## config.mk

```make
export PLATFORM = sky130hd
export DESIGN_NAME = dcfifo_wr_arbiter_flat
export DESIGN_NICKNAME = d
export VERILOG_FILES = /design/src/rtl/dcfifo_wr_arbiter_pkg.sv /design/src/rtl/dcfifo_wr_arbiter_if.sv /design/src/rtl/dcfifo_wr_arbiter_gray_sync_cnt.sv /design/src/rtl/dcfifo_wr_arbiter.sv /design/src/flat_wrapper.sv
export SDC_FILE = /design/constraint.sdc
export NUM_CORES = 1
export LEC_CHECK = 0
export CORE_MARGIN = 2
export CORE_UTILIZATION = 50
export CTS_BUF_LIST = sky130_fd_sc_hd__clkbuf_4 sky130_fd_sc_hd__clkbuf_8
export CTS_CLUSTER_DIAMETER = 120
export DETAILED_ROUTE_END_ITERATION = 8
export PLACE_DENSITY = 0.82
export SLEW_MARGIN = 0
export SYNTH_ARGS = -nofsm -noshare
export SYNTH_HDL_FRONTEND = slang
export SYNTH_HIERARCHICAL = 1
export SYNTH_SLANG_ARGS = --single-unit
```

## constraint.sdc

```tcl
create_clock -name WCLK -period 5.61 [get_ports WCLK]
set_input_delay 0.561 -clock WCLK [delete_from_list [all_inputs] [get_ports WCLK]]
set_output_delay 0.561 -clock WCLK [all_outputs]
set_load 0.01 [all_outputs]
```

## src/rtl/dcfifo_wr_arbiter_pkg.sv

```systemverilog
// Shared helpers for the dual-clock FIFO write-side controller.
// Holds the size derivations, Gray decode and round-robin search.
package dcfifo_wr_arbiter_pkg;

  // Total capacity of the two-bank FIFO
  function automatic int calc_depth(input int len_log_a, input int len_log_b);
    return (1 << len_log_a) + (1 << len_log_b);
  endfunction

  // Occupancy counter width; two extra bits keep 2^CW above the total depth
  function automatic int calc_cw(input int len_log_a);
    return len_log_a + 2;
  endfunction

  // Gray to binary; callers zero-extend narrower codes, which decode unchanged
  function automatic logic [31:0] gray2bin(input logic [31:0] g);
    logic [31:0] b;
    b[31] = g[31];
    for (int i = 30; i >= 0; i--) begin
      b[i] = b[i+1] ^ g[i];
    end
    return b;
  endfunction

  // First set request at or after ptr, wrapping circularly over n requesters
  function automatic logic [2:0] rr_first(input logic [7:0] req,
                                          input logic [2:0] ptr,
                                          input int n);
    logic found;
    int c;
    rr_first = ptr;
    found = 1'b0;
    for (int k = 0; k < 8; k++) begin
      c = int'(ptr) + k;
      if (c >= n) c = c - n;
      if (k < n && !found && req[c[2:0]]) begin
        found = 1'b1;
        rr_first = c[2:0];
      end
    end
  endfunction

endpackage

```

## src/rtl/dcfifo_wr_arbiter_if.sv

```systemverilog
// Producer-side write bus: requests and data in, grants and FIFO write out.
interface dcfifo_wr_arbiter_if
  import dcfifo_wr_arbiter_pkg::*;
#(
  parameter int NREQ = 3,
  parameter int DW   = 32
);
  logic [NREQ-1:0]    req;
  logic [NREQ*DW-1:0] din_flat;
  logic [NREQ-1:0]    gnt;
  logic               enq;
  logic [DW-1:0]      fifo_din;

  modport master (output req, din_flat, input gnt, enq, fifo_din);
  modport slave  (input req, din_flat, output gnt, enq, fifo_din);
endinterface

```

## src/rtl/dcfifo_wr_arbiter_gray_sync_cnt.sv

```systemverilog
// Two-flop synchronizer for a Gray-coded counter followed by binary decode.
// Kept generic so the read-side controller can reuse it for the write count.
module gray_sync_cnt
  import dcfifo_wr_arbiter_pkg::*;
#(
  parameter int CW = 5
) (
  input  logic          clk,
  input  logic          rst_x,
  input  logic          clr,
  input  logic [CW-1:0] gray,
  output logic [CW-1:0] bin
);
  logic [CW-1:0] s1;
  logic [CW-1:0] s2;

  // Two-stage capture of the foreign-domain Gray count
  always_ff @(posedge clk or negedge rst_x) begin
    if (!rst_x) begin
      s1 <= '0;
      s2 <= '0;
    end else if (clr) begin
      s1 <= '0;
      s2 <= '0;
    end else begin
      s1 <= gray;
      s2 <= s1;
    end
  end

  assign bin = CW'(gray2bin(32'(s2)));
endmodule

```

## src/rtl/dcfifo_wr_arbiter.sv

```systemverilog
// Write-side controller for the two-bank dual-clock FIFO.
// Round-robin arbitration with bounded bursts, occupancy from the synced read count.
module dcfifo_wr_arbiter
  import dcfifo_wr_arbiter_pkg::*;
#(
  parameter int NREQ      = 3,
  parameter int DW        = 32,
  parameter int LEN_LOG_A = 12,
  parameter int LEN_LOG_B = 9,
  parameter int MAXBURST  = 4,
  localparam int DEPTH    = calc_depth(LEN_LOG_A, LEN_LOG_B),
  localparam int CW       = calc_cw(LEN_LOG_A)
) (
  input  logic                 WCLK,
  input  logic                 RST_X,
  input  logic                 WRST,
  dcfifo_wr_arbiter_if.slave   bus,
  input  logic [CW-1:0]        rcnt_gray,
  output logic [CW-1:0]        level,
  output logic                 full,
  output logic                 err
);
  localparam int BW = $clog2(MAXBURST + 1);

  logic [7:0]    req_pad;
  logic [2:0]    rr_ptr;
  logic [2:0]    owner;
  logic [2:0]    win;
  logic          owner_valid;
  logic [BW-1:0] burst_cnt;
  logic [CW-1:0] wcnt;
  logic [CW-1:0] rcnt_sync;
  logic          keep;
  logic          do_grant;

  assign req_pad = 8'(bus.req);

  gray_sync_cnt #(.CW(CW)) u_sync (
    .clk   (WCLK),
    .rst_x (RST_X),
    .clr   (WRST),
    .gray  (rcnt_gray),
    .bin   (rcnt_sync)
  );

  // Modulo subtraction stays correct across counter wrap; a stale read count only overestimates
  assign level = wcnt - rcnt_sync;
  assign full  = (level >= CW'(DEPTH));

  // Pick the winner: continue the current burst if allowed, else rotate from rr_ptr
  always_comb begin
    keep     = owner_valid && req_pad[owner] && (burst_cnt < BW'(MAXBURST));
    do_grant = (|bus.req) && !full && !WRST && RST_X;
    win      = keep ? owner : rr_first(req_pad, rr_ptr, NREQ);
    bus.gnt  = '0;
    if (do_grant) bus.gnt = NREQ'(1) << win;
  end

  // Write count, registered FIFO write port and burst/rotation state
  always_ff @(posedge WCLK or negedge RST_X) begin
    if (!RST_X) begin
      wcnt         <= '0;
      bus.enq      <= 1'b0;
      bus.fifo_din <= '0;
      rr_ptr       <= '0;
      owner        <= '0;
      owner_valid  <= 1'b0;
      burst_cnt    <= '0;
    end else if (WRST) begin
      wcnt         <= '0;
      bus.enq      <= 1'b0;
      bus.fifo_din <= '0;
      rr_ptr       <= '0;
      owner        <= '0;
      owner_valid  <= 1'b0;
      burst_cnt    <= '0;
    end else if (do_grant) begin
      wcnt         <= wcnt + CW'(1);
      bus.enq      <= 1'b1;
      bus.fifo_din <= bus.din_flat[int'(win)*DW +: DW];
      if (keep) begin
        burst_cnt <= burst_cnt + BW'(1);
      end else begin
        owner       <= win;
        owner_valid <= 1'b1;
        burst_cnt   <= BW'(1);
        rr_ptr      <= (win == 3'(NREQ - 1)) ? 3'd0 : win + 3'd1;
      end
    end else begin
      bus.enq <= 1'b0;
      if (!full && owner_valid && !req_pad[owner]) owner_valid <= 1'b0;
    end
  end

  // Sticky overrun flag: the read side has consumed more than was written
  always_ff @(posedge WCLK or negedge RST_X) begin
    if (!RST_X) begin
      err <= 1'b0;
    end else if (WRST) begin
      err <= 1'b0;
    end else if (level > CW'(DEPTH)) begin
      err <= 1'b1;
    end
  end
endmodule

```

## src/flat_wrapper.sv

```systemverilog
// flat-port wrapper written by rule: the top's interface ports become plain ports
module dcfifo_wr_arbiter_flat import dcfifo_wr_arbiter_pkg::*;
#(
  parameter int NREQ      = 3,
  parameter int DW        = 32,
  parameter int LEN_LOG_A = 12,
  parameter int LEN_LOG_B = 9,
  parameter int MAXBURST  = 4,
  localparam int DEPTH    = calc_depth(LEN_LOG_A, LEN_LOG_B),
  localparam int CW       = calc_cw(LEN_LOG_A)
)
  (WCLK, RST_X, WRST, rcnt_gray, level, full, err, bus_req, bus_din_flat, bus_gnt, bus_enq, bus_fifo_din);
  dcfifo_wr_arbiter_if #(.NREQ(NREQ), .DW(DW)) bus_i ();
  input  logic WCLK;
  input  logic RST_X;
  input  logic WRST;
  input  logic [CW-1:0] rcnt_gray;
  output logic [CW-1:0] level;
  output logic full;
  output logic err;
  input wire logic [$bits(bus_i.req)-1:0] bus_req;
  input wire logic [$bits(bus_i.din_flat)-1:0] bus_din_flat;
  output wire logic [$bits(bus_i.gnt)-1:0] bus_gnt;
  output wire logic [$bits(bus_i.enq)-1:0] bus_enq;
  output wire logic [$bits(bus_i.fifo_din)-1:0] bus_fifo_din;
  assign bus_i.req = bus_req;
  assign bus_i.din_flat = bus_din_flat;
  assign bus_gnt = bus_i.gnt;
  assign bus_enq = bus_i.enq;
  assign bus_fifo_din = bus_i.fifo_din;
  dcfifo_wr_arbiter #(.NREQ(NREQ), .DW(DW), .LEN_LOG_A(LEN_LOG_A), .LEN_LOG_B(LEN_LOG_B), .MAXBURST(MAXBURST)) u_core (.WCLK(WCLK), .RST_X(RST_X), .WRST(WRST), .bus(bus_i), .rcnt_gray(rcnt_gray), .level(level), .full(full), .err(err));
endmodule
```

==> flow_metrics.tcl, run 1 <==
set metrics [dict create \
    first_global_vias 5294 \
    grt_pass1_wl_um 25900 \
    fin_nets 878 \
    critPathArrivalTime_ps 4840 \
    synth.area.top_cells "dfrtp_1 (37%), mux2_2 (5.5%), a221o_1 (4.9%)" \
    syn_to_final_growth_pct 35.2 \
    grt_usage_pct 25.3 \
    drt-initial-drc-count 423 \
    cp.required_ps 5050 \
    outcome "completed" \
    postPlaceCellArea_sq_mm 0.00761 \
    fin_area_sq_mm 0.00796 \
    ios 168 \
    synth_top_area_share_pct 36.6 \
    cts_buffers 9 \
    clk_pin_slew_ps 90 \
    dr_total_vias 5247 \
    synth.avg_cell_area_sq_um 10.3 \
    portBuffers 167 \
    route.detailed.drc 0 \
    syn_inst 574 \
    yosysTopAreaCell "dfrtp_1" \
    postRouteAntennaNets 0 \
    wirelength_um 15900 \
    htreeDepth 3 \
    crit_buf_inv 2 \
    dr.pass1.iters 5 \
    fmax_mhz 185 \
    synthDistinctLibCells 76 \
    cp_slowest_cell "clkdlybuf4s50_1" \
    cp_cell_sequence "xnor2_4 > xnor3_2 > xnor3_1 > ha_1 > fa_1 > nand2b_1 > a21oi_2 > o21a_1 > o21ai_0 > a211o_1 > a211oi_2 > buf_4 > nand2_2 > a21oi_1 > clkdlybuf4s50_1" \
    ir_drop_mv 0.268 \
    die-area_sq_mm 0.0127 \
    tightest_slew_ps 1080 \
    max_cap_violations 0 \
    worstSetupPathType "reg -> out" \
    cts_buffer_depth 2 \
    p_total_uw 1850 \
    antennaDiodeCount 0 \
    p_leak_uw 0.00356 \
    end_kind "output pin" \
    initial_core_util_pct 51.3 \
    syn-cell-area_sq_mm 0.00589 \
    relSlewSlack_pct 28.0 \
    clockRootBuffer "clkbuf_8" \
    cp-start-kind "flip-flop" \
    setup-violations-final 0 \
    synth_edf_count 0 \
    period_minus_slack_ps 5400 \
    fin_crit_sh_pct 96.3 \
    routed_via_density 5.92 \
    synth-seq-cells 86 \
    die_height_um 112 \
    tns_ps 0 \
    coreArea_sq_mm 0.0115 \
    hp-class "reg -> reg" \
    std_cell_rows 39 \
    gp_congestion 0.875 \
    path_max_fanout 7 \
    drive_above_1_share_pct 12.4 \
    cts_tree "done" \
    grt_overflow 0 \
    skew_ps 11.6 \
    hold_violations 0 \
    post-route-util_pct 69.4 \
    post_drt_wl_per_cell_um 17.9 \
    antenna_found_initial 0 \
    yosys_warnings 6 \
    grt_max_degree 86 \
    critical_path.top_delay_family "compound AO/OA/AOI/OAI gates" \
    critPathMaxStageDelay_ps 550 \
    clock_latency_ps 350 \
    synth_nets 713 \
    die_w_um 112 \
    cts.sinks 86 \
    post-dp-hpwl_um 12000 \
    regToRegSetupSlack_ps 920 \
    yosysSeqAreaShare_pct 36.6 \
    synth_async_sr_flop_share_pct 100 \
    finalMaxSlewViolations 0 \
    pwr_density_cell_mw_per_mm2 232 \
    synth_ff_type "dfrtp_1" \
]
[power breakdown]
part           leakage, uW  switching, uW  internal, uW
clock network     0.000124            240           304
logic              0.00226            295           359
registers          0.00117           12.5           638
[cell type report]
cell class              instances  area (sq um)
clock buffers                   9           124
clock inverters                 7           129
well taps                     143           179
fillers                       857          3510
multi-input cells             422          3440
repair buffers                184          1800
inverters                      36           136
flip-flops and latches         86          2150
[worst reg2reg max path, delay by kind of cell (launching register included)]
kind / cells / cell delay (ps)
xor+xnor: 3 / 1060
fa+ha+maj: 2 / 620
simple gates: 2 / 750
buf+inv: 1 / 160
flops: 1 / 470
mux: 1 / 320
compound gates: 5 / 1210
[layout by cell type (no fill, tap or decap), types with 6 or more instances in the layout]
cell type	instances
mux2i_1	8
clkbuf_8	9
o21ai_0	15
o31ai_1	7
o211ai_1	11
dfrtp_1	85
xnor3_1	8
o21a_1	9
inv_1	35
a21oi_1	27
xnor2_1	16
nand3_1	19
nor2_1	17
nor2b_1	32
nand2b_1	6
or3_1	7
a221o_1	29
buf_4	17
clkdlybuf4s50_1	166
ha_1	22
and3_1	37
mux2_2	29
nand2_1	22
[synth_stat cells, types with 3 or more instances]
| cell type | count |
|---|---|
| a211o_1 | 5 |
| a211oi_1 | 4 |
| a21oi_1 | 28 |
| a221o_1 | 29 |
| a31oi_1 | 4 |
| and2_1 | 5 |
| and3_1 | 37 |
| buf_2 | 5 |
| buf_4 | 4 |
| buf_6 | 7 |
| clkbuf_1 | 14 |
| dfrtp_1 | 86 |
| ha_1 | 22 |
| inv_1 | 35 |
| mux2_2 | 29 |
| mux2i_1 | 8 |
| nand2_1 | 23 |
| nand2b_1 | 6 |
| nand3_1 | 19 |
| nand3b_1 | 3 |
| nand4_1 | 5 |
| nor2_1 | 17 |
| nor2b_1 | 32 |
| nor3_1 | 5 |
| o2111ai_1 | 3 |
| o211ai_1 | 11 |
| o21a_1 | 9 |
| o21ai_0 | 15 |
| o21ai_1 | 3 |
| o311ai_0 | 4 |
| o31ai_1 | 7 |
| or3_1 | 7 |
| or4_1 | 4 |
| xnor2_1 | 17 |
| xnor3_1 | 8 |
| xor2_1 | 5 |
[kinds of logic after synthesis]
group / count (synthesis) / share of synthesized area (%)
AOI/OAI and AO/OA: 149 / 19.8
xor gates and xnor gates: 34 / 7.76
adders and majority gates: 23 / 5.02
buffers and inverters: 66 / 5.48
DFF: 86 / 36.6
muxes: 39 / 7.33
and+or+nand+nor: 177 / 18.1
[layer usage]
layer  up-vias  wire, um  track usage, %
li1       2459         -               -
met1      2532      6450            32.8
met2       228      8020            42.8
met3        28      1110            4.97
met4         0       304            8.46
met5         -         0               0
[final timing paths]
| path | cells after the start | endpoint | start |
|---|---|---|---|
| min in group asynchronous | 2 | u_core/wcnt[10]$_DFFE_PN0P_ | RST_X |
| hold / removal | 1 | u_core/u_sync/s2[0]$_DFF_PN0_ | u_core/u_sync/s1[0]$_DFF_PN0_ |
| setup / recovery | 15 | bus_gnt[0] | u_core/u_sync/s2[13]$_DFF_PN0_ |
| max in group asynchronous | 3 | u_core/u_sync/s2[13]$_DFF_PN0_ | RST_X |
| hold reg to reg | 1 | u_core/u_sync/s2[0]$_DFF_PN0_ | u_core/u_sync/s1[0]$_DFF_PN0_ |
| setup reg to reg | 14 | u_core/wcnt[10]$_DFFE_PN0P_ | u_core/u_sync/s2[13]$_DFF_PN0_ |
[per-stage QoR]
step / instances / setup slack, ps / hold WS (ps)
2_1_floorplan: 574 / 1200 / 265
3_3_place_gp: 863 / 582 / 358
3_5_place_dp: 863 / 387 / 358
4_1_cts: 880 / 9.65 / 470
5_1_grt: 887 / -20.7 / 479
6_report: 887 / 209 / 467
[state kept, by name, summed over array words and instances (netlist names)]
signal	count
u_core/bus.fifo_din	32
u_core/u_sync/s1	14
u_core/u_sync/s2	14
u_core/wcnt	14
u_core/burst_cnt	3
u_core/owner	3
u_core/rr_ptr	3
u_core/bus.enq	1
u_core/err	1
u_core/owner_valid	1
[repair_timing]
item / CTS / global route
hold endpoints to repair: 1 / 0
setup buffers: 0 / 7
pin swaps: 1 / 5
hold buffers: 1 / 0
endpoints found under the setup margin: 1 / 3
gates resized for setup: 0 / 5
Power figures use the tool's default switching activity.
==> run 2, diff against run 1 <==
--- a/config.mk
+++ b/config.mk
@@ -11,6 +11,7 @@
 export CTS_CLUSTER_DIAMETER = 120
 export DETAILED_ROUTE_END_ITERATION = 8
 export PLACE_DENSITY = 0.82
+export SKIP_CTS_REPAIR_TIMING = 1
 export SLEW_MARGIN = 0
 export SYNTH_ARGS = -nofsm -noshare
 export SYNTH_HDL_FRONTEND = slang
==> run 2 against run 1 <==
- clock power is essentially flat
- critical path depth unchanged
- combinational power decreased by 0.6%
- fmax is 0.14% higher
- routed wire length down 0.31%
- first-iteration DRC count fell by 1.4%
- flip-flop and latch count did not move
- critical path type unchanged
- highest routed layer unchanged
==> flow_metrics.tcl, run 2 (synthesized netlist as in run 1, its figures left out) <==
set metrics [dict create \
    largest_register_ffs 32 \
    cp_slowest_cell "clkdlybuf4s50_1" \
    fmax_mhz 185 \
    period_minus_slack_ps 5390 \
    dp_cells 863 \
    postRouteAntennaNets 0 \
    grt_max_degree 86 \
    skew_ps 11.5 \
    route.detailed.drc 0 \
    rsz0062_at_grt "false" \
    clk_pin_slew_ps 90 \
    largest_register "u_core/bus.fifo_din" \
    final_common_cell "clkdlybuf4s50_1" \
    hp-class "reg -> reg" \
    critical_path.top_delay_family "compound AO/OA/AOI/OAI gates" \
    ir_drop_mv 0.268 \
    post_drt_wl_per_cell_um 17.9 \
    cp_cell_sequence "xnor2_2 > xnor3_2 > xnor3_1 > ha_1 > fa_1 > nand2b_1 > a21oi_2 > o21a_1 > o21ai_0 > a211o_1 > a211oi_2 > buf_4 > nand2_2 > nor2_1 > clkdlybuf4s50_1" \
    die_height_um 112 \
    cts_tree "done" \
    max_cap_violations 0 \
    die_w_um 112 \
    coreArea_sq_mm 0.0115 \
    drive_above_1_share_pct 11.9 \
    dr_total_vias 5257 \
    hold_violations 0 \
    cp-start-kind "flip-flop" \
    p_leak_uw 0.00356 \
    antennaDiodeCount 0 \
    outcome "completed" \
    ios 168 \
    tightest_slew_ps 1060 \
    post-dp-hpwl_um 12000 \
    routed_via_density 5.95 \
    grt_overflow 0 \
    drt-initial-drc-count 417 \
    grt_pass1_wl_um 25900 \
    pwr_density_cell_mw_per_mm2 232 \
    setup-violations-final 0 \
    regToRegSetupSlack_ps 910 \
    antenna_found_initial 0 \
    initial_core_util_pct 51.3 \
    cts_buffer_depth 2 \
    end_kind "output pin" \
    path_max_fanout 7 \
    clockRootBuffer "clkbuf_8" \
    finalMaxSlewViolations 0 \
    crit_buf_inv 2 \
    wirelength_um 15800 \
    worstSetupPathType "reg -> out" \
    gp_congestion 0.875 \
    layout_common_cells "clkdlybuf4s50_1 (165), dfrtp_1 (86), and3_1 (37)" \
    fin_crit_sh_pct 96.1 \
    cts.sinks 86 \
    cts_buffers 9 \
    p_total_uw 1840 \
    std_cell_rows 39 \
    clock_latency_ps 350 \
    critPathMaxStageDelay_ps 550 \
    dr.pass1.iters 5 \
    relSlewSlack_pct 29.2 \
    cp.required_ps 5050 \
    first_global_vias 5278 \
    grt_usage_pct 25.3 \
    htreeDepth 3 \
    fin_nets 875 \
    syn_to_final_growth_pct 34.6 \
    final_cells 884 \
    critPathArrivalTime_ps 4830 \
    portBuffers 167 \
    die-area_sq_mm 0.0127 \
]
## run 2: worst register-to-register path: cells and delay by family, from the launching register on
kind / cells / cell delay (ps)
AOI/OAI and AO/OA: 5 / 1210
xor gates and xnor gates: 3 / 1110
adders and majority gates: 2 / 620
buffers and inverters: 1 / 160
DFF: 1 / 430
muxes: 1 / 320
and+or+nand+nor: 2 / 750
## run 2: cell type report
cell class                      count  area [sq um]
Multi-Input combinational cell    422          3420
Clock buffer                        9           124
Sequential cell                    86          2150
Inverter                           36           136
Timing Repair Buffer              181          1780
Clock inverter                      7           129
Fill cell                         865          3540
Tap cell                          143           179
## run 2: through the flow
stage	hold slack (ps)	setup WS [ps]	TNS (ps)	area [sq um]	utilization, %
final	467	216	0	7920	69.1
after global routing	479	17.6	0	7920	69.1
after CTS	-36.0	-11.2	-11.2	7870	68.6
after detailed placement	358	387	0	7610	66.4
after global placement	358	582	0	7610	66.4
after floorplan	265	1200	0	5890	-
## run 2: per-layer routing
| metal | track usage (%) | vias to the layer above | wire (um) |
|---|---|---|---|
| li1 | - | 2454 | - |
| met1 | 32.6 | 2543 | 6470 |
| met2 | 42.9 | 232 | 7980 |
| met3 | 5.02 | 28 | 1070 |
| met4 | 8.46 | 0 | 316 |
| met5 | 0 | - | 0 |
## run 2: worst paths after layout
kind | start | end | depth (start not counted)
worst max-delay path | u_core/u_sync/s2[11]$_DFF_PN0_ | bus_gnt[2] | 15
worst min-delay path | u_core/u_sync/s1[0]$_DFF_PN0_ | u_core/u_sync/s2[0]$_DFF_PN0_ | 1
worst min register to register | u_core/u_sync/s1[0]$_DFF_PN0_ | u_core/u_sync/s2[0]$_DFF_PN0_ | 1
worst max register to register | u_core/u_sync/s2[11]$_DFF_PN0_ | u_core/wcnt[10]$_DFFE_PN0P_ | 14
max in group asynchronous | RST_X | u_core/u_sync/s1[0]$_DFF_PN0_ | 3
min in group asynchronous | RST_X | u_core/wcnt[10]$_DFFE_PN0P_ | 2
## run 2: where the power goes
group	total (uW)	switching, uW	leakage [uW]	internal, uW
Clock	543	239	0.000124	304
Sequential	650	12.1	0.00117	638
Combinational	649	294	0.00226	355
Total	1840	545	0.00356	1300
